**src/rtl/pad_pkg.sv**
```systemverilog
// Shared types and field offsets for the 3-button pad scan sequencer.
package pad_pkg;

    localparam int unsigned PAD_PINS = 6;
    localparam int unsigned PAD_BTNS = 8;

    // Bit offsets of each pin within a pad's 6-bit field of pad_in
    localparam int unsigned PIN_0 = 0;
    localparam int unsigned PIN_1 = 1;
    localparam int unsigned PIN_2 = 2;
    localparam int unsigned PIN_3 = 3;
    localparam int unsigned PIN_5 = 4;
    localparam int unsigned PIN_8 = 5;

    // Bit indices of each button within a pad's 8-bit field of buttons
    localparam int unsigned BTN_UP    = 0;
    localparam int unsigned BTN_DOWN  = 1;
    localparam int unsigned BTN_LEFT  = 2;
    localparam int unsigned BTN_RIGHT = 3;
    localparam int unsigned BTN_A     = 4;
    localparam int unsigned BTN_B     = 5;
    localparam int unsigned BTN_C     = 6;
    localparam int unsigned BTN_START = 7;

    typedef enum logic [2:0] {
        ST_IDLE,
        ST_WAIT_HI,
        ST_SAMPLE_HI,
        ST_WAIT_LO,
        ST_SAMPLE_LO,
        ST_PUBLISH
    } pad_state_e;

    typedef struct packed {
        logic start;
        logic c;
        logic b;
        logic a;
        logic right;
        logic left;
        logic down;
        logic up;
    } pad_btn_t;

endpackage

```
**src/rtl/pad_sync.sv**
```systemverilog
// Two-flop synchronizer for asynchronous active-low pad pins; resets to released (all ones).
module pad_sync #(
    parameter int unsigned WIDTH = 1
) (
    input  logic             clk,
    input  logic             clr_n,
    input  logic [WIDTH-1:0] d,
    output logic [WIDTH-1:0] q
);

    logic [WIDTH-1:0] meta;

    always_ff @(posedge clk or negedge clr_n) begin
        if (!clr_n) begin
            meta <= '1;
            q    <= '1;
        end else begin
            meta <= d;
            q    <= meta;
        end
    end

endmodule

```
**src/rtl/pad_scan_sequencer.sv**
```systemverilog
// Frame-triggered scanner for NUM_PADS 3-button pads: two select phases per pad, publishes all at once.
// Optional PAD_EDGE_DETECT_EN enables the pressed rising-edge mask; otherwise pressed is tied to 0.
module pad_scan_sequencer
    import pad_pkg::*;
#(
    parameter int unsigned NUM_PADS      = 2,
    parameter int unsigned SETTLE_CYCLES = 50
) (
    input  logic                         clk,
    input  logic                         clr_n,
    input  logic                         frame_tick,
    input  logic                         en,
    input  logic [PAD_PINS*NUM_PADS-1:0] pad_in,
    output logic [NUM_PADS-1:0]          pad_sel,
    output logic [PAD_BTNS*NUM_PADS-1:0] buttons,
    output logic [PAD_BTNS*NUM_PADS-1:0] pressed,
    output logic                         busy,
    output logic                         scan_done,
    output logic                         overrun
);

    localparam int unsigned PINS_W = PAD_PINS * NUM_PADS;
    localparam int unsigned PW     = (NUM_PADS > 1) ? $clog2(NUM_PADS) : 1;
    localparam int unsigned CW     = $clog2(SETTLE_CYCLES + 1);
    localparam logic [CW-1:0] CNT_LOAD = CW'(SETTLE_CYCLES - 1);
    localparam logic [PW-1:0] P_LAST   = PW'(NUM_PADS - 1);

    pad_state_e                  state;
    logic [PW-1:0]               p;
    logic [CW-1:0]               cnt;
    pad_btn_t [NUM_PADS-1:0]     shadow;
    pad_btn_t [NUM_PADS-1:0]     shadow_nxt;
    logic [PINS_W-1:0]           sync_pins;
    logic [PAD_PINS-1:0]         cur_pins;

    pad_sync #(
        .WIDTH (PINS_W)
    ) u_sync (
        .clk   (clk),
        .clr_n (clr_n),
        .d     (pad_in),
        .q     (sync_pins)
    );

    // Synchronized pins of the pad currently being scanned
    always_comb begin
        cur_pins = '1;
        for (int i = 0; i < NUM_PADS; i++) begin
            if (p == PW'(i)) begin
                cur_pins = sync_pins[i*PAD_PINS +: PAD_PINS];
            end
        end
    end

    // Shadow capture: select-high phase gives directions/B/C, select-low phase gives A/Start
    always_comb begin
        shadow_nxt = shadow;
        for (int i = 0; i < NUM_PADS; i++) begin
            if (p == PW'(i)) begin
                if (state == ST_SAMPLE_HI) begin
                    shadow_nxt[i].up    = ~cur_pins[PIN_0];
                    shadow_nxt[i].down  = ~cur_pins[PIN_1];
                    shadow_nxt[i].left  = ~cur_pins[PIN_2];
                    shadow_nxt[i].right = ~cur_pins[PIN_3];
                    shadow_nxt[i].b     = ~cur_pins[PIN_5];
                    shadow_nxt[i].c     = ~cur_pins[PIN_8];
                end else if (state == ST_SAMPLE_LO) begin
                    shadow_nxt[i].a     = ~cur_pins[PIN_5];
                    shadow_nxt[i].start = ~cur_pins[PIN_8];
                end
            end
        end
    end

    always_ff @(posedge clk or negedge clr_n) begin
        if (!clr_n) begin
            state     <= ST_IDLE;
            p         <= '0;
            cnt       <= '0;
            pad_sel   <= '1;
            buttons   <= '0;
            shadow    <= '0;
            busy      <= 1'b0;
            scan_done <= 1'b0;
            overrun   <= 1'b0;
`ifdef PAD_EDGE_DETECT_EN
            pressed   <= '0;
`endif
        end else begin
            scan_done <= 1'b0;
            overrun   <= frame_tick && (state != ST_IDLE);
            shadow    <= shadow_nxt;

            case (state)
                ST_IDLE: begin
                    if (frame_tick && en) begin
                        state <= ST_WAIT_HI;
                        p     <= '0;
                        cnt   <= CNT_LOAD;
                        busy  <= 1'b1;
                    end
                end
                ST_WAIT_HI: begin
                    if (cnt == '0) begin
                        state <= ST_SAMPLE_HI;
                    end else begin
                        cnt <= cnt - CW'(1);
                    end
                end
                ST_SAMPLE_HI: begin
                    state   <= ST_WAIT_LO;
                    cnt     <= CNT_LOAD;
                    pad_sel <= ~(NUM_PADS'(1) << p);
                end
                ST_WAIT_LO: begin
                    if (cnt == '0) begin
                        state <= ST_SAMPLE_LO;
                    end else begin
                        cnt <= cnt - CW'(1);
                    end
                end
                ST_SAMPLE_LO: begin
                    pad_sel <= '1;
                    if (p == P_LAST) begin
                        state <= ST_PUBLISH;
                    end else begin
                        state <= ST_WAIT_HI;
                        p     <= p + PW'(1);
                        cnt   <= CNT_LOAD;
                    end
                end
                ST_PUBLISH: begin
                    buttons   <= shadow;
`ifdef PAD_EDGE_DETECT_EN
                    pressed   <= shadow & ~buttons;
`endif
                    scan_done <= 1'b1;
                    busy      <= 1'b0;
                    p         <= '0;
                    state     <= ST_IDLE;
                end
                default: begin
                    state   <= ST_IDLE;
                    pad_sel <= '1;
                    busy    <= 1'b0;
                end
            endcase
        end
    end

`ifndef PAD_EDGE_DETECT_EN
    assign pressed = '0;
`endif

endmodule

```
**config.mk**
```make
export PLATFORM = sky130hd
export DESIGN_NAME = pad_scan_sequencer
export DESIGN_NICKNAME = d
export VERILOG_FILES = /design/src/rtl/pad_pkg.sv /design/src/rtl/pad_sync.sv /design/src/rtl/pad_scan_sequencer.sv
export SDC_FILE = /design/constraint.sdc
export NUM_CORES = 1
export LEC_CHECK = 0
export BUFFER_PORTS_ARGS = -buffer_cell sky130_fd_sc_hd__clkbuf_2
export CAP_MARGIN = 10
export CORE_ASPECT_RATIO = 1.5
export CORE_MARGIN = 3
export CORE_UTILIZATION = 49
export DETAILED_ROUTE_END_ITERATION = 12
export PLACE_DENSITY = 0.75
export REMOVE_ABC_BUFFERS = 1
export SETUP_SLACK_MARGIN = 0.15
export SYNTH_ARGS = -nofsm -noshare
export SYNTH_HDL_FRONTEND = slang
export SYNTH_SLANG_ARGS = --single-unit
```
**constraint.sdc**
```tcl
create_clock -name clk -period 1.65 [get_ports clk]
set_clock_uncertainty 0.15 [all_clocks]
set_input_delay 0.0825 -clock clk [delete_from_list [all_inputs] [get_ports clk]]
set_output_delay 0.0825 -clock clk [all_outputs]
set_load 0.005 [all_outputs]
```
==> metrics.md <==
| Metric | Value |
|---|---|
| Clk root buf | `clkbuf_8` |
| Die W | `66.9 µm` |
| Nets@finish | `310` |
| Row cnt | `32` |
| Final setup fails | `0` |
| Crit-path max cell delay | `580 ps` |
| Min Tclk post-route | `1590 ps` |
| Std-Cell Core Area | `0.00525 mm²` |
| Die Ht | `97.3 µm` |
| Initial core utilization | `51.9%` |
| Worst-Skew Late Latency | `340 ps` |
| Routed Antenna Nets | `0` |
| Critical Path RT | `1730 ps` |
| Combinational cell fraction of total power | `31.1%` |
| Synthesis Warnings | `0` |
| Final Hold Vio Count | `0` |
| Setup crit start | `state[2]$_DFFE_PN0P_` |
| GP Congestion | `0.842` |
| Fraction of registers with async set/reset | `100%` |
| Gr usage total | `17.5%` |
| Final instance area | `0.00371 mm²` |
| Worst setup SP type | `flip-flop` |
| Vias in the first global route | `1848` |
| Max Fclk | `0.629 GHz` |
| Antenna cells | `0` |
| Largest net degree at the start of global routing | `72` |
| Reg-to-reg startpoint | `state[2]$_DFFE_PN0P_` |
| Worst path slowest cell | `or4b_4` |
| Leak Pwr | `1.78 nW` |
| Fin cells | `365` |
| Full die area | `0.00651 mm²` |
| First-pass GRT wire length | `8510 µm` |
| Final wirelength | `5810 µm` |
| Worst Setup EP | `shadow[2]$_DFFE_PN0P_` |
| Internal power | `3.62 mW` |
| Distinct cells, synth | `44` |
| Fin. max-slew vios | `0` |
| Util after Layout | `70.8%` |
| DRT Pass-1 Iters | `4` |
| Via count | `1871` |
| Grt ovf | `0` |
| Clock Pin Slew Worst Setup and Hold Paths | `70 ps` |
| IO Port Bufs | `36` |
| Detailed placement HPWL | `3050 µm` |
| HP Class | `in2async` |
| Switch share | `31.7%` |
| Layout cell share with drive strength beyond 1 | `57.2%` |
| H-tree levels | `3` |
| Worst VDD drop | `0.990 mV` |
| Via-to-Cell Ratio | `5.13` |
| R2R cell count | `4` |
| Number of synthesized register bits | `71` |
| Area post-placement | `0.00303 mm²` |
| Clock Path Buffers | `2` |
| Worst-path fanout max | `8` |
| R2R setup slack | `60 ps` |
| Reg2reg end | `shadow[2]$_DFFE_PN0P_` |
| CTS Sinks | `71` |
| Post-synth top flop | `dfrtp_1` |
| Iter 0 DRT Violations | `135` |
| Synth-to-Final Area Change | `36.4%` |
| Final setup TNS | `0 ps` |
| Status | `finished, final reports clean` |
| Max cap viols | `0` |
| Register area share after synthesis | `66.5%` |
| RSZ-0062 raised after global routing | `true` |
| Arrival time at the worst endpoint | `1670 ps` |
| Num CTS Buffers | `9` |
| Cell Pwr Density | `1430 mW/mm²` |
| DR DRC count | `0` |
| Crit path capture type | `flip-flop` |
| CTS tree | `built` |
| Filler cells | `348` |
| Syn Std Cell Area | `0.00272 mm²` |
| Kind of critical path | `reg2reg` |
| Num ports | `53` |
| Clock power frac | `23.2%` |
| Routed wire per std cell | `15.9 µm` |
| Mapped Avg Cell Area | `13.2 µm²` |
| Cells after Synth | `206` |
| Initial antenna violation count | `0` |
| Cell breakdown of the critical path | `or4b_4 -> buf_8 -> nand2_2 -> o21ai_2` |
| Fin crit share | `96.3%` |
| Switching power | `1.68 mW` |
| Inst Count DP | `316` |
| Post-synth EDFFs | `0` |
| Sequential share of power | `45.6%` |
==> how the worst min path moves through the flow <==
stage	slack, ps	endpoint	depth (start not counted)	from
floorplan	-360	busy$_DFFE_PN0P_	0	clr_n
global placement	-30	shadow[9]$_DFFE_PN0P_	2	clr_n
detailed placement	-20	buttons[9]$_DFFE_PN0P_	2	clr_n
CTS	150	buttons[9]$_DFFE_PN0P_	3	clr_n
global route	170	shadow[9]$_DFFE_PN0P_	3	clr_n
finish	130	shadow[9]$_DFFE_PN0P_	3	clr_n
==> critical path: cells and delay by family, from the launching register on <==
kind,cells,cell delay [ps]
flops,1,470
buf+inv,1,160
compound gates,1,60
simple gates,2,640
==> cell families after synthesis <==
family / after synthesis / share of synthesized area (%)
compound gates: 44 / 10.4
simple gates: 39 / 8.09
fa+ha+maj: 2 / 0.919
mux: 17 / 6.99
flops: 71 / 66.5
other cells: 1 / 0.138
buf+inv: 32 / 6.99
==> power groups by stage <==
stage | Combinational [mW] | Clock [mW] | Sequential [mW]
CTS | 1.28 | 1.24 | 2.35
global placement | 0.987 | 0 | 2.34
floorplan | 0.582 | 0 | 2.31
detailed placement | 1.03 | 0 | 2.36
finish | 1.65 | 1.23 | 2.42
global route | 1.79 | 1.33 | 2.46
==> area by class of cell <==
class	instances	area, µm²	area share (%)
clock buffers	13	159	4.28
clock inverters	3	17.5	0.472
inverters	7	26.3	0.707
well taps	68	85.1	2.29
multi-input cells	118	971	26.1
flip-flops and latches	71	1810	48.8
repair buffers	85	642	17.3
==> placed cells by master (no fill, tap or decap), types with 7 or more instances in the layout <==
cell	n
buf_4	24
clkbuf_2	36
clkbuf_8	11
conb_1	16
dfrtp_1	41
dfstp_2	26
dlygate4sd3_1	15
mux2_2	16
nand2_2	13
o21ai_1	10
o21ai_2	7
==> synth_stat cells, types with 2 or more instances <==
cell / instances / area [µm²]
dfstp_2: 26 / 683
buf_4: 17 / 128
nand4bb_1: 2 / 22.5
nand2b_1: 4 / 25.0
buf_2: 5 / 25.0
dfrtp_1: 45 / 1130
or4b_1: 2 / 20.0
ha_1: 2 / 25.0
nand2_1: 17 / 63.8
nor2b_1: 4 / 25.0
a21oi_1: 3 / 15.0
a2111oi_0: 3 / 26.3
o21ai_0: 13 / 65.1
a211o_1: 2 / 17.5
clkbuf_1: 3 / 11.3
a21boi_0: 2 / 15.0
o21ai_1: 8 / 40.0
mux2_2: 16 / 180
inv_1: 7 / 26.3
==> metal layers <==
metal  share of wire, %  global-route usage [%]
met4                1.9                    7.97
met2                 53                    28.7
met3                4.8                    5.32
met1                 40                    20.7
met5                  0                       0
==> through the flow <==
step	hold WS, ps	power, mW	setup slack [ps]
6_report	133	5.30	60.7
3_5_place_dp	-19.6	3.39	-65.2
4_1_cts	146	4.87	81.5
2_1_floorplan	-363	2.90	-138
3_3_place_gp	-26.1	3.32	16.0
5_1_grt	168	5.58	-32.6
==> state kept, by name (all words and copies together) (netlist names) <==
| register | count |
|---|---|
| buttons | 16 |
| shadow | 16 |
| u_sync.meta | 12 |
| u_sync.q | 12 |
| cnt | 6 |
| state | 3 |
| pad_sel | 2 |
| busy | 1 |
| overrun | 1 |
| p | 1 |
| scan_done | 1 |
==> what timing repair did <==
| action | CTS | global route |
|---|---|---|
| resized for setup | 23 | 49 |
| endpoints found under the setup margin | 35 | 43 |
| endpoints found under the hold margin | 85 | 0 |
| hold buffers | 15 | 0 |
| cloned | 0 | 2 |
| pin swaps | 1 | 16 |
| setup buffers | 7 | 9 |
No activity file was read; power rests on OpenSTA's default activity.
